File: src/rtl/lsu_pkg.sv
// Shared encodings for the load/store unit: access widths, data-bus modes and
// the controller's state codes.
package lsu_pkg;

  localparam logic [1:0] W_BYTE = 2'b00;
  localparam logic [1:0] W_HALF = 2'b01;
  localparam logic [1:0] W_WORD = 2'b10;
  localparam logic [1:0] W_ILL  = 2'b11;

  localparam logic [1:0] MODE_IDLE  = 2'b00;
  localparam logic [1:0] MODE_READ  = 2'b01;
  localparam logic [1:0] MODE_WRITE = 2'b10;

  typedef enum logic [1:0] {
    ST_IDLE  = 2'd0,
    ST_ISSUE = 2'd1,
    ST_RESP  = 2'd2
  } lsu_state_e;

  localparam logic [1:0] S_IDLE  = ST_IDLE;
  localparam logic [1:0] S_ISSUE = ST_ISSUE;
  localparam logic [1:0] S_RESP  = ST_RESP;

endpackage

File: src/rtl/lsu_access_check.sv
// Combinational legality check of one access: width code, natural alignment,
// and whether every touched byte lies inside the data SRAM window.
module lsu_access_check
  import lsu_pkg::*;
#(
  parameter logic [31:0] SRAM_BASE_ADDR = 32'h3000,
  parameter logic [31:0] SRAM_SIZE      = 32'h1000
) (
  input  logic [31:0] addr,
  input  logic [1:0]  width,
  output logic        err,
  output logic [2:0]  bytes
);

  logic        misaligned;
  logic [32:0] end_addr;
  logic [32:0] limit;

  always_comb begin
    case (width)
      W_BYTE:  bytes = 3'd1;
      W_HALF:  bytes = 3'd2;
      default: bytes = 3'd4;
    endcase
  end

  assign misaligned = ((width == W_HALF) && addr[0]) ||
                      ((width == W_WORD) && (addr[1:0] != 2'b00));

  // 33-bit arithmetic so an access near 0xFFFFFFFF cannot wrap into range.
  assign end_addr = {1'b0, addr} + {30'd0, bytes};
  assign limit    = {1'b0, SRAM_BASE_ADDR} + {1'b0, SRAM_SIZE};

  assign err = (width == W_ILL) || misaligned ||
               (addr < SRAM_BASE_ADDR) || (end_addr > limit);

endmodule

File: src/rtl/load_store_unit.sv
// Data-bus master: accepts one load/store, issues it for one cycle, then holds
// the response (and the memory's read result via stall_lw) until consumed.
module load_store_unit
  import lsu_pkg::*;
#(
  parameter logic [31:0] SRAM_BASE_ADDR = 32'h3000,
  parameter logic [31:0] SRAM_SIZE      = 32'h1000
) (
  input  logic        clk,
  input  logic        reset,
  input  logic        req_valid,
  output logic        req_ready,
  input  logic        req_store,
  input  logic [1:0]  req_width,
  input  logic        req_signed,
  input  logic [31:0] req_addr,
  input  logic [31:0] req_wdata,
  output logic        rsp_valid,
  input  logic        rsp_ready,
  output logic [31:0] rsp_rdata,
  output logic        rsp_err,
  output logic        stall_lw,
  output logic [31:0] data_bus_write,
  output logic [31:0] data_bus_addr,
  output logic [1:0]  data_bus_mode,
  output logic [1:0]  data_bus_reqw,
  output logic        data_bus_reqs,
  output logic        data_bus_select,
  input  logic [31:0] data_bus_read
);

  logic [1:0]  state_reg, state_next;
  logic        store_reg;
  logic [1:0]  width_reg;
  logic        signed_reg;
  logic [31:0] addr_reg;
  logic [31:0] wdata_reg;
  logic        err_reg;

  logic        chk_err;
  logic [2:0]  chk_bytes;
  logic        unused_bytes;

  lsu_access_check #(
    .SRAM_BASE_ADDR(SRAM_BASE_ADDR),
    .SRAM_SIZE     (SRAM_SIZE)
  ) u_check (
    .addr (req_addr),
    .width(req_width),
    .err  (chk_err),
    .bytes(chk_bytes)
  );

  assign unused_bytes = ^chk_bytes;

  logic accept;
  assign accept = (state_reg == S_IDLE) && req_valid;

  always_comb begin
    state_next = state_reg;
    case (state_reg)
      S_IDLE:  if (req_valid) state_next = chk_err ? S_RESP : S_ISSUE;
      S_ISSUE: state_next = S_RESP;
      S_RESP:  if (rsp_ready) state_next = S_IDLE;
      default: state_next = S_IDLE;
    endcase
  end

  always_ff @(posedge clk) begin
    if (reset) begin
      state_reg  <= S_IDLE;
      store_reg  <= 1'b0;
      width_reg  <= W_BYTE;
      signed_reg <= 1'b0;
      addr_reg   <= 32'd0;
      wdata_reg  <= 32'd0;
      err_reg    <= 1'b0;
    end else begin
      state_reg <= state_next;
      if (accept) begin
        store_reg  <= req_store;
        width_reg  <= req_width;
        signed_reg <= req_signed;
        addr_reg   <= req_addr;
        wdata_reg  <= req_wdata;
        err_reg    <= chk_err;
      end
    end
  end

  logic is_issue;
  logic is_resp;
  logic resp_load;
  logic bus_active;

  assign is_issue   = (state_reg == S_ISSUE);
  assign is_resp    = (state_reg == S_RESP);
  assign resp_load  = is_resp && !store_reg && !err_reg;
  // A load keeps the bus in read mode through RESP so the memory output stays put.
  assign bus_active = is_issue || resp_load;

  assign req_ready = (state_reg == S_IDLE);
  assign rsp_valid = is_resp;
  assign rsp_err   = is_resp && err_reg;
  assign rsp_rdata = resp_load ? data_bus_read : 32'd0;
  assign stall_lw  = resp_load && !rsp_ready;

  assign data_bus_select = bus_active;
  assign data_bus_mode   = !bus_active ? MODE_IDLE :
                           (is_issue && store_reg) ? MODE_WRITE : MODE_READ;
  assign data_bus_reqw   = bus_active ? width_reg  : W_BYTE;
  assign data_bus_reqs   = bus_active && signed_reg;
  assign data_bus_addr   = bus_active ? addr_reg   : 32'd0;
  assign data_bus_write  = (is_issue && store_reg) ? wdata_reg : 32'd0;

endmodule

File: config.mk
export PLATFORM = sky130hd
export DESIGN_NAME = load_store_unit
export DESIGN_NICKNAME = d
export VERILOG_FILES = /design/src/rtl/lsu_pkg.sv /design/src/rtl/lsu_access_check.sv /design/src/rtl/load_store_unit.sv
export SDC_FILE = /design/constraint.sdc
export NUM_CORES = 1
export LEC_CHECK = 0
export ABC_AREA = 1
export ABC_CLOCK_PERIOD_IN_PS = 4200
export CAP_MARGIN = 5
export CORE_ASPECT_RATIO = 0.9
export CORE_UTILIZATION = 36
export CTS_CLUSTER_SIZE = 10
export DETAILED_ROUTE_END_ITERATION = 8
export PLACE_DENSITY = 0.72
export SYNTH_ARGS = -nofsm -noshare
export SYNTH_HDL_FRONTEND = slang
export SYNTH_SLANG_ARGS = --single-unit
File: constraint.sdc
create_clock -name clk -period 4.2 [get_ports clk]
set_input_delay 0.42 -clock clk [delete_from_list [all_inputs] [get_ports clk]]
set_output_delay 0.42 -clock clk [all_outputs]
set_load 0.005 [all_outputs]
==> results.yml <==
timing:
  hold_ws_ns: 0.451
  min_period_ns: 2.84
  grt_setup_unrepaired: "no"
  drv_slew: 0
  tightestPinTransition_ns: 1.04
  clock_skew_ns: 0.00699
  hold_viol: 0
  slew_headroom: 0.305
  setup_tns_ns: 0
  setup_viol: 0
  fmax_mhz: 353
  post-route-period-util: 0.675
logic_synthesis:
  syn_avg_cell_area_sq_um: 5.85
  yosys-top-cells-area: "dfxtp_1 (32%), nor2_1 (14%), inv_1 (13%), nand2_1 (10%), a21oi_1 (8.1%)"
  syn_inst: 765
  synth-seq-area-share: 0.318
  synth.ff_latch_count: 71
  yosysMostFrequentCell: "nor2_1"
  synth.top_cell.area_share: 0.318
  synth_common_cells: "nor2_1 (163), inv_1 (151), nand2_1 (119)"
  ys_types: 28
  ys.warnings.count: 0
  synthesis.nets: 873
  async_flop_share: 0
  yosysTopAreaCell: "dfxtp_1"
  netlist_area_sq_um: 4470
  synth-edff-count: 0
  synthFlopType: "dfxtp_1"
finish:
  fin_cells: 1118
  layout.nets: 1061
  areaGrowthSynthToFinish_pct: 55.3
  num-fill-cells: 1221
  diodes: 0
  drive_gt1_frac: 0.0511
run:
  maxCapViolCount: 0
clocking:
  cts_buffer_depth: 2
  cts-root-buf: "clkbuf_16"
  ctsResizeCount: 0
  cts_tree: "done"
  path_clk_slew_ns: 0.06
  htree_levels: 3
  cts_made_buffers: 9
  hold_buffers: 0
  clk_latency_ns: 0.33
  cts_sinks: 71
  post_cts_buffers: 0
setup_path:
  worstPathArrival_ns: 2.42
  crit_fanout: 33
  r2r_slack_ns: 2.13
  crit_type: "reg2out"
  end_kind: "output port"
  crit_slowest_cell: "clkdlybuf4s50_1"
  critPathMaxStageDelay_ns: 0.54
  timing.rr.start: "state_reg[1]"
  reg2reg_depth: 5
  path_cells: "nand2_1 -> nor3_1 -> inv_1 -> nor2_1 -> clkdlybuf4s50_1"
  r2r_end: "addr_reg[21]"
  startpoint_type: "register"
  required_ns: 3.78
placed_design:
  gp_congestion: 0.902
  dp_cells: 1102
  dp_hpwl_um: 11300
  io_buffers: 209
global_routing:
  grt_pass1_wl_um: 23200
  grt_pass1_vias: 4537
  antenna_found_initial: 0
  track_usage: 0.229
  gr-total-overflow: 0
  grt_start_max_net_pins: 108
status:
  status: "finished clean"
hold_path:
  min_to: "wdata_reg[5]"
  worstHoldPathType: "reg2reg"
  hold_depth: 2
  min_from: "wdata_reg[5]"
power:
  total_power_mw: 1.87
  ir_drop_mv: 0.143
  cellPowerDensity_nw_per_um2: 269
  power.leakage_nw: 3.01
floorplanning:
  die_width_um: 119
  design.die.area_sq_um: 12900
  core_area_sq_um: 12100
  rows: 38
  initial_core_util: 0.370
  ios: 210
  die_y_um: 108
routing:
  drt_iter0_drc: 310
  ant_nets: 0
  wirelength_um: 14700
  drc: 0
  viasPerCell: 4.58
  dr_total_vias: 5125
  dr.pass1.iters: 7
  drt-wirelength-per-cell_um: 13.2
[worst max path at each step]
stage                 startpoint            to  cells after the start
floorplan           req_width[1]       err_reg                     15
global placement    req_width[1]       err_reg                     18
detailed placement  req_width[1]       err_reg                     18
CTS                 state_reg[1]  rsp_rdata[7]                      5
global route        state_reg[1]  rsp_rdata[7]                      5
finish              state_reg[1]  rsp_rdata[7]                      5
[cell usage in the layout, fill, tap and decap left out, drive strengths merged]
cell type and count:
dfxtp 71, clkinvlp 3, o21a 2, ha 3, clkbuf 11, clkinv 3, fa 1, buf 3
a21boi 1, xnor2 1, o21bai 2, clkdlybuf4s50 209, a21oi 72, inv 153, o21ai 72, nor2 179
nand3 31, nor3 4, nand4 6, xor2 1, or2 1, nand2 127, nand3b 2
[critical path, delay by kind of cell (launching register included)]
family                 cells  cell delay, ns
and+or+nand+nor            3            0.66
buffers and inverters      2            1.04
DFF                        1            0.37
[report_power, final]
part,switching [mW],internal (mW),leakage (nW)
Clock,0.294,0.430,0.134
Sequential,0.0134,0.729,0.589
Combinational,0.211,0.192,2.28
[cell type report]
type                       instances  area (sq um)  area share
clock buffer                      11           253      0.0364
clock inverter                     5          32.5     0.00468
inverter                         154           578      0.0832
multi-input combinational        505          2350       0.338
sequential                        71          1420       0.205
tap                              160           200      0.0288
timing repair buffer             212          2110       0.304
[cells by family after synthesis]
kind of cell / Yosys count / synth area share
AND/OR/NAND/NOR: 350 / 0.337
buffers and inverters: 189 / 0.159
AO/OA/AOI/OAI: 149 / 0.170
flip-flops: 71 / 0.318
adder cells (fa/ha/maj): 4 / 0.0129
XOR/XNOR: 2 / 0.00392
[layer usage]
| layer | part of all wire | up-vias | wire length (um) | track usage |
|---|---|---|---|---|
| met3 | 0.065 | 14 | 957 | 0.0493 |
| met2 | 0.47 | 163 | 6960 | 0.400 |
| li1 | - | 2707 | - | - |
| met5 | 0 | - | 0 | 0 |
| met4 | 0.012 | 0 | 178 | 0.0589 |
| met1 | 0.45 | 2241 | 6630 | 0.285 |
[stage by stage]
stage | instance area [sq um] | setup WS [ns] | utilization
after CTS | 6950 | 1.31 | 0.575
after global placement | 6660 | 1.29 | 0.552
after floorplan | 4470 | 2.04 | -
final | 6950 | 1.36 | 0.575
after detailed placement | 6660 | 1.23 | 0.552
after global routing | 6950 | 1.13 | 0.575
No activity file was read; power rests on OpenSTA's default activity.
==> edit: new RTL, config.mk and constraints unchanged <==
Put a register stage on the output `rsp_err`, with the module's reset. The value now appears one clock later. The other outputs are not delayed to match.
--- a/src/rtl/load_store_unit.sv
+++ b/src/rtl/load_store_unit.sv
@@ -103,3 +103,9 @@
   assign rsp_valid = is_resp;
-  assign rsp_err   = is_resp && err_reg;
+  always_ff @(posedge clk) begin
+    if (reset) begin
+      rsp_err <= '0;
+    end else begin
+      rsp_err <= is_resp && err_reg;
+    end
+  end
   assign rsp_rdata = resp_load ? data_bus_read : 32'd0;
Check against the original RTL: not equivalent (Yosys sat finds a counterexample within 4 cycles, from zero or initial values and one cycle with reset high).
==> edit against the original RTL <==
- area after synthesis increased by 7.3%
- worst setup slack worse by 120 ps
- via count increased by 9.8%
- cell area up 5.0%
- sequential cell count grew 1
- critical path depth is the same
- power up 4.2%
- routed wire length grew 7.9%
- combinational power up 5.2%
- largest cell class unchanged
==> edit: results (changes against the original RTL) <==
Hold WC Path Type=register to register (unchanged); n_diodes=0 (unchanged); vias=5629 (was 5125); Fin Hold WS=449.2 ps (was 451.4 ps); R2R Setup Slk=2180 ps (was 2130 ps); H-tree levels=3 (unchanged); Yosys Warn Count=0 (unchanged); CP top delay family=buffers and inverters (unchanged); leading cell type in the layout, fill and taps excluded=clkdlybuf4s50_1 (unchanged); Least-Margin Pin Slew=1016 ps (was 1041 ps); CTS Buf Count=9 (unchanged); Seq/Total Area, Yosys=30.04% (was 31.78%); port bufs=209 (unchanged); drt drc=0 (unchanged); CP Data Arrival Time=2530 ps (was 2420 ps); 1st-iter DRT viols=370 (was 310); Global Route Usage Sum=22.64% (was 22.95%); Net Count, Synth=941 (was 873); largest net degree at the start of global routing=107 (was 108); status=completed (unchanged); drt total wl=15890 um (was 14730 um); Commonest cells post-synth=175 x nor2_1, 160 x inv_1, 135 x nand2_1, 78 x o21ai_0, 73 x a21oi_1 (was 163 x nor2_1, 151 x inv_1, 119 x nand2_1, 72 x a21oi_1, 71 x dfxtp_1); Worst Skew=5.251 ps (was 6.994 ps); share of layout cells above drive strength 1=4.581% (was 5.115%); initial antenna violation count=0 (unchanged); CP max FO=33 (unchanged); leakage=3.110 nW (was 3.006 nW); delay of the slowest cell on the worst path=540 ps (about the same); RePlAce Congestion=0.9712 (was 0.9024); Fillers=1282 (was 1221); first-pass GRT wire length=24600 um (was 23200 um); DRT Pass-1 Iters=5 (was 7); clk buf depth=2 (unchanged); cell at the slowest stage of the critical path=clkdlybuf4s50_1 (unchanged); Resized cells post-CTS=0 (unchanged); worst vdd ir=198.9 uV (was 142.9 uV); detailed placement HPWL=12320 um (was 11290 um); ranking of synthesized cells by area=dfxtp_1 30%, nor2_1 14%, inv_1 13% (was dfxtp_1 32%, nor2_1 14%, inv_1 13%); asr flop ratio synth=0% (unchanged); fin nets=1129 (was 1061); Root Driver=clkbuf_16 (unchanged); Skew-Pair Late Insertion Delay=330 ps (about the same); Worst-path clk slew=60 ps (about the same); vias in the first global route=4842 (was 4537); number of unique standard cell types used by synthesis=31 (was 28); setup bufs post-CTS=0 (unchanged)
==> edit: cell count changes after synthesis, moves of 3 or more <==
cell	change
inv_1	+9
nand2_1	+16
nor2_1	+12
nand3_1	+3
o21ai_1	-3
xor2_1	+3
o21ai_0	+9
nand4_1	+10
nor3_1	+7
==> edit: worst paths after layout <==
kind / start / endpoint / depth (start not counted)
worst min register to register: addr_reg[28]$_SDFFE_PP0P_ / addr_reg[28]$_SDFFE_PP0P_ / 2
worst max register to register: state_reg[1]$_SDFFE_PP0P_ / addr_reg[24]$_SDFFE_PP0P_ / 5
worst min-delay path: addr_reg[28]$_SDFFE_PP0P_ / addr_reg[28]$_SDFFE_PP0P_ / 2
worst max-delay path: state_reg[1]$_SDFFE_PP0P_ / rsp_rdata[8] / 5
==> edit: logic make-up after synthesis <==
group                      after synthesis  synth area share [%]
adders and majority gates                4                 1.200
xor gates and xnor gates                 4                0.7300
buffers and inverters                  198                 15.57
AOI/OAI and AO/OA                      156                 16.51
DFF                                     72                 30.04
and+or+nand+nor                        399                 35.96
==> edit: tightest hold or removal path, stage by stage (launching register included) <==
cell and delay, ps:
dfxtp_1 290, inv_1 60, a21oi_1 50
==> edit: through the flow <==
| stage | instances | utilization (%) | cell area [sq um] | worst slack (ps) |
|---|---|---|---|---|
| 3_3_place_gp | 1174 | 54.53 | 6998 | 1192 |
| 2_1_floorplan | 833 | - | 4798 | 2029 |
| 3_5_place_dp | 1174 | 54.53 | 6998 | 1135 |
| 5_1_grt | 1190 | 56.84 | 7295 | 992.1 |
| 6_report | 1190 | 56.84 | 7295 | 1247 |
| 4_1_cts | 1190 | 56.84 | 7295 | 1232 |
==> edit: report_power, final <==
| part | total [mW] | switching (mW) | internal [mW] |
|---|---|---|---|
| Sequential | 0.752 | 0.0138 | 0.739 |
| Clock | 0.771 | 0.309 | 0.462 |
| Combinational | 0.424 | 0.227 | 0.198 |
==> edit: per-layer routing <==
layer	GRT usage, %	wire [um]	share of wire (%)	vias up
met2	35.89	7121	45	178
li1	-	-	-	2963
met1	30.93	7339	46	2467
met4	5.060	215	1.4	0
met5	0	0	0	-
met3	5.174	1212	7.6	21
==> edit: area by class of cell <==
cell class                 count  area share [%]
timing repair buffer         212           28.99
clock buffer                  10           3.139
clock inverter                 6          0.9262
inverter                     163           8.388
sequential                    72           19.76
multi-input combinational    563           35.99
tap                          164           2.813
